==> src/rtl/hyperbus_rx_packer.sv <==
// Repacks HyperBus read words (16-bit, big-byte-first) into little-endian 32-bit
// uDMA words, dropping the odd-start pad byte and any bytes past the programmed length.
module hyperbus_rx_packer #(
    parameter int LEN_W = 16
) (
    input  logic             clk0,
    input  logic             rst_i,
    input  logic             start_i,
    input  logic [LEN_W-1:0] len_bytes_i,
    input  logic             odd_start_i,
    input  logic             in_valid_i,
    input  logic [15:0]      in_data_i,
    output logic             in_ready_o,
    output logic             out_valid_o,
    output logic [31:0]      out_data_o,
    output logic [2:0]       out_bytes_o,
    input  logic             ready_i,
    output logic             busy_o,
    output logic             done_o,
    output logic             overflow_o
);

    typedef enum logic [1:0] {S_IDLE, S_RUN, S_LAST} state_t;

    state_t           state_q, state_d;
    logic [23:0]      acc_q, acc_d;
    logic [1:0]       cnt_q, cnt_d;
    logic [LEN_W-1:0] rem_q, rem_d;
    logic             odd_q, odd_d;
    logic             tail_q, tail_d;
    logic [31:0]      out_data_q, out_data_d;
    logic [2:0]       out_bytes_q, out_bytes_d;
    logic             out_valid_q, out_valid_d;
    logic             done_q, done_d;
    logic             ovf_q, ovf_d;

    logic             in_ready;
    logic             out_free;
    logic [1:0]       n_raw;
    logic [1:0]       take_n;
    logic [15:0]      new_raw;
    logic [15:0]      new_bytes;
    logic [39:0]      comb_bytes;
    logic [2:0]       total;
    logic [LEN_W-1:0] rem_after;

    always_comb begin
        state_d     = state_q;
        acc_d       = acc_q;
        cnt_d       = cnt_q;
        rem_d       = rem_q;
        odd_d       = odd_q;
        tail_d      = tail_q;
        out_data_d  = out_data_q;
        out_bytes_d = out_bytes_q;
        out_valid_d = out_valid_q;
        done_d      = 1'b0;
        ovf_d       = ovf_q;
        in_ready    = 1'b0;

        out_free = !out_valid_q || ready_i;

        // Incoming bytes, earliest in the low byte; the pad byte is skipped on an odd start.
        n_raw     = odd_q ? 2'd1 : 2'd2;
        new_raw   = odd_q ? {8'h00, in_data_i[7:0]} : {in_data_i[7:0], in_data_i[15:8]};
        take_n    = (rem_q < LEN_W'(n_raw)) ? 2'd1 : n_raw;
        new_bytes = (take_n == 2'd1) ? {8'h00, new_raw[7:0]} : new_raw;
        comb_bytes = {16'h0000, acc_q} | ({24'h000000, new_bytes} << {cnt_q, 3'b000});
        total      = {1'b0, cnt_q} + {1'b0, take_n};
        rem_after  = rem_q - LEN_W'(take_n);

        if (out_valid_q && ready_i) begin
            out_valid_d = 1'b0;
        end

        case (state_q)
            S_IDLE: begin
                in_ready = 1'b1;
                if (in_valid_i) begin
                    ovf_d = 1'b1;
                end
                if (start_i) begin
                    ovf_d = 1'b0;
                    if (len_bytes_i != '0) begin
                        rem_d   = len_bytes_i;
                        odd_d   = odd_start_i;
                        acc_d   = '0;
                        cnt_d   = '0;
                        tail_d  = 1'b0;
                        state_d = S_RUN;
                    end else begin
                        done_d = 1'b1;
                    end
                end
            end
            S_RUN: begin
                in_ready = out_free && !tail_q;
                if (tail_q) begin
                    if (out_free) begin
                        out_data_d  = {24'h000000, acc_q[7:0]};
                        out_bytes_d = 3'd1;
                        out_valid_d = 1'b1;
                        acc_d       = '0;
                        cnt_d       = '0;
                        tail_d      = 1'b0;
                        state_d     = S_LAST;
                    end
                end else if (in_valid_i && out_free) begin
                    odd_d = 1'b0;
                    rem_d = rem_after;
                    if (total >= 3'd4) begin
                        out_data_d  = comb_bytes[31:0];
                        out_bytes_d = 3'd4;
                        out_valid_d = 1'b1;
                        acc_d       = {16'h0000, comb_bytes[39:32]};
                        cnt_d       = (total == 3'd5) ? 2'd1 : 2'd0;
                        // A fifth byte on the final beat goes out as its own word later.
                        if (rem_after == '0) begin
                            if (total == 3'd5) begin
                                tail_d = 1'b1;
                            end else begin
                                state_d = S_LAST;
                            end
                        end
                    end else if (rem_after == '0) begin
                        out_data_d  = comb_bytes[31:0];
                        out_bytes_d = total;
                        out_valid_d = 1'b1;
                        acc_d       = '0;
                        cnt_d       = '0;
                        state_d     = S_LAST;
                    end else begin
                        acc_d = comb_bytes[23:0];
                        cnt_d = total[1:0];
                    end
                end
            end
            S_LAST: begin
                if (out_valid_q && ready_i) begin
                    state_d = S_IDLE;
                end
            end
            default: state_d = S_IDLE;
        endcase
    end

    always_ff @(posedge clk0 or posedge rst_i) begin
        if (rst_i) begin
            state_q     <= S_IDLE;
            acc_q       <= '0;
            cnt_q       <= '0;
            rem_q       <= '0;
            odd_q       <= 1'b0;
            tail_q      <= 1'b0;
            out_data_q  <= '0;
            out_bytes_q <= '0;
            out_valid_q <= 1'b0;
            done_q      <= 1'b0;
            ovf_q       <= 1'b0;
        end else begin
            state_q     <= state_d;
            acc_q       <= acc_d;
            cnt_q       <= cnt_d;
            rem_q       <= rem_d;
            odd_q       <= odd_d;
            tail_q      <= tail_d;
            out_data_q  <= out_data_d;
            out_bytes_q <= out_bytes_d;
            out_valid_q <= out_valid_d;
            done_q      <= done_d;
            ovf_q       <= ovf_d;
        end
    end

    assign in_ready_o  = in_ready;
    assign out_valid_o = out_valid_q;
    assign out_data_o  = out_data_q;
    assign out_bytes_o = out_bytes_q;
    assign busy_o      = (state_q != S_IDLE);
    assign done_o      = done_q || ((state_q == S_LAST) && out_valid_q && ready_i);
    assign overflow_o  = ovf_q;

endmodule

==> config.mk <==
export PLATFORM = sky130hd
export DESIGN_NAME = hyperbus_rx_packer
export DESIGN_NICKNAME = d
export VERILOG_FILES = /design/src/rtl/hyperbus_rx_packer.sv
export SDC_FILE = /design/constraint.sdc
export NUM_CORES = 1
export LEC_CHECK = 0
export CORE_ASPECT_RATIO = 0.7
export CORE_MARGIN = 2
export CORE_UTILIZATION = 35
export DETAILED_ROUTE_END_ITERATION = 6
export MAX_ROUTING_LAYER = met4
export SLEW_MARGIN = 20
export SYNTH_ARGS = -nofsm -noshare
export SYNTH_HDL_FRONTEND = slang
export SYNTH_SLANG_ARGS = --single-unit
==> constraint.sdc <==
create_clock -name clk0 -period 8.5 [get_ports clk0]
set_input_delay 1.7 -clock clk0 [delete_from_list [all_inputs] [get_ports clk0]]
set_output_delay 1.7 -clock clk0 [all_outputs]
set_load 0.005 [all_outputs]
==> results by stage, run 1 <==
Run status:
- The run finished with clean final reports.

Synth:
- Yosys mapped a number of flops with a built-in enable equal to 0.
- The number of synthesized register bits is 84.
- Sorting the synthesized cells by area gives the leading types as sky130_fd_sc_hd__dfrtp_1 47%, sky130_fd_sc_hd__o21ai_0 5.1%, sky130_fd_sc_hd__nand2_1 3.5%, sky130_fd_sc_hd__nor2_1 3.3%, sky130_fd_sc_hd__a21oi_1 3.2%.
- Of all flip-flops after synthesis, the portion carrying an async set or reset was 100%.
- After synthesis, the netlist uses 58 different library cells.
- In the synthesized netlist the dominant register cell turns out to be sky130_fd_sc_hd__dfrtp_1.
- The synthesized net count is 507.
- In the synthesized netlist, the number of instances is 463.
- The area share of the largest cell type after synthesis is 46.9%.
- The library cell with the largest summed area after synthesis is sky130_fd_sc_hd__dfrtp_1.
- The sequential cell area fraction in the yosys report is 46.9%.
- Dividing the synthesized area by the synthesized cell count gives 9.69 um^2.
- For this run, the number of Yosys warnings is 0.
- The area of the mapped netlist is 4480 um^2.

Die:
- The boundary pin count is 78.
- The die outline height is 98.7 um.
- The full die area is 13700 um^2.
- The effective utilization at floorplan is 36.0%.
- The cell row count is 34.
- The total area inside the core boundary comes to 12500 um^2.
- Measured along the x axis, the die boundary spans 139 um.

Clock network:
- Counting every sink on the clock net gives 84.
- After clock tree synthesis, the flow added hold-fix buffers numbering 0.
- The clock reaches the later pin of the worst-skew pair after 340 ps.
- Gates resized during post-CTS repair numbered 0.
- Clock tree synthesis selected as its root buffer the cell sky130_fd_sc_hd__clkbuf_16.
- The CTS tree is yes.
- The buffers inserted during post-CTS setup optimization is 0.
- The maximum level of the CTS H-tree is 3.
- The clock-pin slew reported for the worst setup and hold paths after clock tree synthesis is 60 ps.
- The total CTS buffers is 9.
- In this run the deepest clock path goes through 2 buffers.

Job:
- The reported max-cap violation count is 0.

Drt:
- In the routed design, unresolved DRC markers number 0.
- Before antenna repair, the detailed router went through 5 iterations.
- For this block, the routed nets add up to 12.4 mm of wire.
- The detailed router finished its first iteration with 412 violations.
- The number of vias in the routed layout is 3941.
- After detailed routing, the number of vias per cell comes to 5.65.
- The per-cell routed wire length is 17.8 um.
- The detail route stage leaves a number of antenna-violating nets equal to 0.

Global route:
- The number of antenna violations at the first check in global routing is 0.
- Entering global routing, the biggest net connects 85 pins.
- The via count of the first global-routing pass is 3853.
- The total global routing overflow is 0.
- The combined global-route utilization of all metal layers is 19.5%.
- The first global-routing pass estimated 20.7 mm of wire.

Worst setup path:
- The setup path with the least slack is of type flip-flop to flip-flop.
- Of all nets on the critical path, the largest fanout is 32.
- For the worst setup path, the data arrival time is 5400 ps.
- The worst setup path is captured at a flip-flop.
- STA puts the critical path data required time at 8760 ps.
- The worst setup path is launched from a flip-flop.

Pwr:
- The static leakage is 2.36 nW.
- Power spread over the standard cell area amounts to 320 nW/um^2.
- The worst-case IR drop observed on VDD is 127 uV.

Place:
- The HPWL after detailed placement is 8.90 mm.
- The weighted congestion reported at the end of routability-driven placement is 0.922.
- The count of port buffers added during placement is 77.
- The area of placed instances is 5370 um^2.
- The minimum setup slack after placement is 3440 ps.

Finish:
- The diode insertion count for antenna repair is 0.
- The top cell types in the final layout, fill and taps aside, are 84 x sky130_fd_sc_hd__dfrtp_1, 77 x sky130_fd_sc_hd__clkdlybuf4s50_1, 46 x sky130_fd_sc_hd__o21ai_0.
- After filler insertion, the fill cell instance count of the layout stands at 1179.
- The area of the multi-input gates is 2190 um^2.
- The layout net count is 574.
- Across the whole layout, storage elements account for 2100 um^2.
- The post-layout instance area is 5680 um^2.
- The share of cells above drive strength 1 is 7.85%.
- Compared with the post-synthesis result, the final layout area differs by 26.8%.
- The commonest non-fill, non-tap cell in the layout is sky130_fd_sc_hd__dfrtp_1.

Timing:
- The count of final hold-check violations is 0.
- The worst hold slack after final layout is 475 ps.
- The measured slew at the worst slew-check pin is 1090 ps.
- The post-layout worst setup margin is 3360 ps.
- The total negative slack for setup checks is 0 ps.
- The headroom to the max-slew limit is 26.6%.
- For the finished layout, the period the worst path requires is 5140 ps.
- The total setup violations reported at the end of the flow is 0.
- The highest attainable clock frequency is 0.194 GHz.
- The clock arrives with 8.91 ps of skew.
- The final count of pins violating max slew came to 0.
- Setup repair after global routing left no endpoint under its margin.
- Of the available clock period, the critical path in the final layout requires 60.5%.

Min path:
- The worst min-delay path category is flip-flop to flip-flop.
cells by family (layout without fill, tap and decap cells):
group / after synthesis / count (layout) / synth area share, %
AND/OR/NAND/NOR: 143 / 143 / 17.2
buffers and inverters: 44 / 116 / 4.30
XOR/XNOR: 5 / 5 / 0.977
multiplexers: 16 / 16 / 3.79
AO/OA/AOI/OAI: 165 / 165 / 24.9
flip-flops: 84 / 84 / 46.9
adder cells (fa/ha/maj): 6 / 6 / 2.01
synthesized netlist by cell type (3+ instances only):
library cell	instances
sky130_fd_sc_hd__nor2_1	39
sky130_fd_sc_hd__o21ai_0	46
sky130_fd_sc_hd__a31oi_1	14
sky130_fd_sc_hd__xor2_1	3
sky130_fd_sc_hd__nand2_1	42
sky130_fd_sc_hd__a22oi_1	4
sky130_fd_sc_hd__ha_1	4
sky130_fd_sc_hd__mux2i_1	8
sky130_fd_sc_hd__nor3_1	13
sky130_fd_sc_hd__and2_1	3
sky130_fd_sc_hd__inv_1	19
sky130_fd_sc_hd__o2bb2ai_1	16
sky130_fd_sc_hd__nand4_1	4
sky130_fd_sc_hd__o21ai_1	6
sky130_fd_sc_hd__nor4_1	9
sky130_fd_sc_hd__nand3_1	6
sky130_fd_sc_hd__nor2b_1	6
sky130_fd_sc_hd__buf_6	3
sky130_fd_sc_hd__mux2_2	8
sky130_fd_sc_hd__a221oi_1	3
sky130_fd_sc_hd__a22o_1	16
sky130_fd_sc_hd__a21oi_1	29
sky130_fd_sc_hd__clkbuf_1	18
sky130_fd_sc_hd__dfrtp_1	84
sky130_fd_sc_hd__a32oi_1	9
sky130_fd_sc_hd__a221o_1	6
sky130_fd_sc_hd__nand2b_1	5
area by class of cell:
class                   instances  area share (%)
well taps                     162            3.57
flip-flops and latches         84            37.0
clock buffers                  12            4.51
clock inverters                 4           0.991
multi-input cells             335            38.5
inverters                      19            1.28
repair buffers                 81            14.2
routing by layer:
metal / track usage (%) / vias up / wire, um
met2: 26.7 / 135 / 5180
met4: 4.66 / 0 / 125
li1: - / 1868 / -
met1: 29.3 / 1926 / 6420
met3: 4.28 / 12 / 684
met5: - / - / 0
sequential cells by signal, summed over array words and instances, names as in the netlist:
name	flops
acc_q	24
cnt_q	2
done_q	1
odd_q	1
out_bytes_o	3
out_data_o	32
out_valid_o	1
overflow_o	1
rem_q	16
state_q	2
tail_q	1
path summary, 6_finish.rpt:
kind | depth (start not counted) | end | startpoint | slack [ps]
hold / removal | 2 | acc_q[14]$_DFFE_PP0P_ | acc_q[14]$_DFFE_PP0P_ | 480
hold reg to reg | 2 | acc_q[14]$_DFFE_PP0P_ | acc_q[14]$_DFFE_PP0P_ | 480
min in group asynchronous | 3 | acc_q[4]$_DFFE_PP0P_ | rst_i | 1900
max in group asynchronous | 3 | out_bytes_o[0]$_DFFE_PP0P_ | rst_i | 6080
setup / recovery | 14 | out_data_o[1]$_DFFE_PP0P_ | rem_q[11]$_DFFE_PP0P_ | 3360
setup reg to reg | 14 | out_data_o[1]$_DFFE_PP0P_ | rem_q[11]$_DFFE_PP0P_ | 3360
where the power goes:
group	total, mW	switching [mW]	internal (mW)
clock network	0.407	0.161	0.246
logic	0.702	0.342	0.359
registers	0.708	0.143	0.565
total	1.82	0.646	1.17
critical path, stage by stage (launching register included):
cell	delay (ps)
sky130_fd_sc_hd__dfrtp_1	420
sky130_fd_sc_hd__nor4_1	620
sky130_fd_sc_hd__nand2_1	310
sky130_fd_sc_hd__or4_1	730
sky130_fd_sc_hd__nand2b_1	270
sky130_fd_sc_hd__ha_1	240
sky130_fd_sc_hd__inv_1	60
sky130_fd_sc_hd__fa_1	490
sky130_fd_sc_hd__nor3_1	280
sky130_fd_sc_hd__nand4_1	210
sky130_fd_sc_hd__xor2_1	220
sky130_fd_sc_hd__and4b_4	240
sky130_fd_sc_hd__a211o_4	380
sky130_fd_sc_hd__nand2_4	340
sky130_fd_sc_hd__mux2i_1	230
per-stage QoR:
stage | instances | power [mW] | util, %
after floorplan | 463 | 1.11 | -
after global placement | 681 | 1.40 | 43.1
after detailed placement | 681 | 1.41 | 43.1
after CTS | 697 | 1.83 | 45.6
after global routing | 697 | 1.95 | 45.6
final | 697 | 1.82 | 45.6
No activity file was read; power rests on OpenSTA's default activity.
==> run 2, diff against run 1 <==
==> constraint.sdc (replaced) <==
create_clock -name clk0 -period 4.7 [get_ports clk0]
set_input_delay 0.94 -clock clk0 [delete_from_list [all_inputs] [get_ports clk0]]
set_output_delay 0.94 -clock clk0 [all_outputs]
set_load 0.005 [all_outputs]
==> run 2 against run 1 <==
  * Routed wire length grew 3.6%
  * Final cell count grew 1.0%
  * Maximum frequency grew 20%
  * Clock power grew 68%
  * Largest cell class unchanged
==> results by stage, run 2 (synthesized netlist as in run 1, its figures left out) <==
Run status:
- The run finished with clean final reports.

Clock network:
- For this design, the CTS-stage hold fixing added 0 buffers.
- The number of sinks on the clock net is 84.
- The maximum level of the CTS H-tree is 3.
- TritonCTS built the clock tree.
- The number of resized instances in the post-cts repair step is 0.
- The buffer levels on the longest clock path is 2.
- The clock reaches the later pin of the worst-skew pair after 340 ps.
- In this run the clock root is driven by a sky130_fd_sc_hd__clkbuf_16.
- Clock-pin slew was measured on the worst setup and hold paths at 70 ps.
- In this run, CTS created clock tree buffers numbering 9.
- After clock tree synthesis, the setup repair step added 0 buffers.

Timing:
- Timing would allow up to 0.232 GHz.
- The count of final hold-check violations was 0.
- Hold is met by 478 ps.
- The final critical path takes up 91.6% of the cycle.
- Clock skew on the completed layout was measured at 9.81 ps.
- After layout, the minimum clock period comes to 4300 ps.
- The final count of pins violating max slew is 0.
- Setup repair after global routing left no endpoint under its margin.
- The total setup violations reported at the end of the flow is 0.
- Headroom to the max-slew limit came out at 26.3%.
- The post-layout worst setup margin is 396 ps.
- The total negative slack for setup checks is 0 ps.
- At the pin with the least slew margin, the transition time is 1100 ps.

Finish:
- The library cell used most frequently in the layout, excluding fill and tap cells, is sky130_fd_sc_hd__dfrtp_1.
- In the layout the commonest cells are 84 x sky130_fd_sc_hd__dfrtp_1, 77 x sky130_fd_sc_hd__clkdlybuf4s50_1, 46 x sky130_fd_sc_hd__o21ai_0.
- The diode insertion count for antenna repair is 0.
- The final instance count without filler cells is 704.
- The area growth from synthesis to layout is 27.3%.
- The share of cells above drive strength 1 is 9.41%.
- The post-layout instance area is 5710 um^2.
- The register with the most flip-flops in the layout has 32 of them.
- The layout net count is 581.

Worst setup path:
- Data arrives at the worst endpoint at 4560 ps.
- By startpoint and endpoint, the worst setup path is classified as flip-flop to flip-flop.
- The startpoint class of the critical path is a flip-flop.
- Of all nets on the critical path, the largest fanout is 32.
- The capturing element type of the critical path is a flip-flop.
- Data on the critical path is required at its endpoint by 4960 ps.

Drt:
- After detailed routing, the number of remaining DRC violations is 0.
- The routed via count divided by cell count is 5.66.
- The violation count after the first detailed-route iteration is 413.
- The per-cell routed wire length is 18.3 um.
- For this block, the via count after detailed routing is 3982.
- Summed over all layers, the routed wires come to 12.9 mm.
- The length of the first detailed-routing pass in iterations is 4.
- The remaining antenna violation count is 0.

Place:
- The number of placed instances, taps included is 688.
- The minimum setup slack after placement is 349 ps.
- The count of buffers added on input and output ports is 77.
- The weighted congestion reported at the end of routability-driven placement is 0.900.
- The placed wire-length estimate after detailed placement is 9.18 mm.
- The area of placed instances is 5420 um^2.

Die:
- Once the floorplan was initialized, standard cells occupied 36.0% of the core.
- The area of the core is 12500 um^2.
- The cell row count is 34.
- The die outline height is 98.7 um.
- The floorplan step set the die width to 139 um.
- For this design the top-level I/O count stands at 78.
- The floorplan step defined a die boundary enclosing 13700 um^2.

Pwr:
- The largest voltage drop on the vdd net is 267 uV.
- The static leakage is 2.38 nW.
- Power spread over the standard cell area amounts to 571 nW/um^2.

Global route:
- Entering global routing, the biggest net connects 55 pins.
- The number of antenna violations at the first check in global routing is 0.
- Global routing consumed, over all layers together, 19.6% of the routing resources.
- The first global-routing pass estimated 20.6 mm of wire.
- Summed over all layers, the global routing overflow is 0.
- The via count of the first global-routing pass is 3762.

Job:
- Max-cap violations in this run came to 0.

Min path:
- The min-delay analysis places its worst path in the category flip-flop to flip-flop.
-- run 2: area by class of cell --
class	instances	area (um^2)
Clock buffer	9	225
Clock inverter	7	58.8
Fill cell	1179	6760
Inverter	19	72.6
Multi-Input combinational cell	335	2190
Sequential cell	84	2100
Tap cell	162	203
Timing Repair Buffer	88	853
-- run 2: power breakdown --
part | total [mW] | internal [mW] | switching, mW
combinational | 1.29 | 0.662 | 0.625
sequential | 1.29 | 1.02 | 0.266
clock | 0.683 | 0.367 | 0.317
-- run 2: metal layers --
layer / up-vias / track usage (%) / wire length, um
li1: 1878 / - / -
met1: 1958 / 29.5 / 6560
met2: 134 / 26.1 / 5390
met3: 12 / 4.81 / 735
met4: 0 / 5.28 / 157
met5: - / - / 0
-- run 2: stage by stage --
step                      util (%)  power [mW]
after CTS                     45.8        3.27
after floorplan                  -        2.01
after global placement        43.5        2.55
after detailed placement      43.5        2.57
after global routing          45.8        3.49
final                         45.8        3.26
-- run 2: path summary, 6_finish.rpt --
| check | start | endpoint | slack [ps] | cells after the start |
|---|---|---|---|---|
| min in group asynchronous | rst_i | out_data_o[7]$_DFFE_PP0P_ | 970 | 2 |
| max | rem_q[11]$_DFFE_PP0P_ | out_data_o[3]$_DFFE_PP0P_ | 400 | 15 |
| max reg2reg | rem_q[11]$_DFFE_PP0P_ | out_data_o[3]$_DFFE_PP0P_ | 400 | 15 |
| min reg2reg | acc_q[14]$_DFFE_PP0P_ | acc_q[14]$_DFFE_PP0P_ | 480 | 2 |
| max in group asynchronous | rst_i | acc_q[21]$_DFFE_PP0P_ | 2630 | 3 |
| min | acc_q[14]$_DFFE_PP0P_ | acc_q[14]$_DFFE_PP0P_ | 480 | 2 |
-- run 2: critical path, stage by stage, from the launching register on --
cell	delay (ps)
sky130_fd_sc_hd__dfrtp_1	420
sky130_fd_sc_hd__nor4_1	330
sky130_fd_sc_hd__buf_4	190
sky130_fd_sc_hd__nand2_1	60
sky130_fd_sc_hd__or4_1	500
sky130_fd_sc_hd__nand2b_1	110
sky130_fd_sc_hd__ha_1	190
sky130_fd_sc_hd__inv_1	60
sky130_fd_sc_hd__fa_1	490
sky130_fd_sc_hd__nor3_1	260
sky130_fd_sc_hd__nand4_1	190
sky130_fd_sc_hd__xor2_1	190
sky130_fd_sc_hd__and4b_4	240
sky130_fd_sc_hd__a211o_4	380
sky130_fd_sc_hd__nand2_4	340
sky130_fd_sc_hd__mux2i_1	230
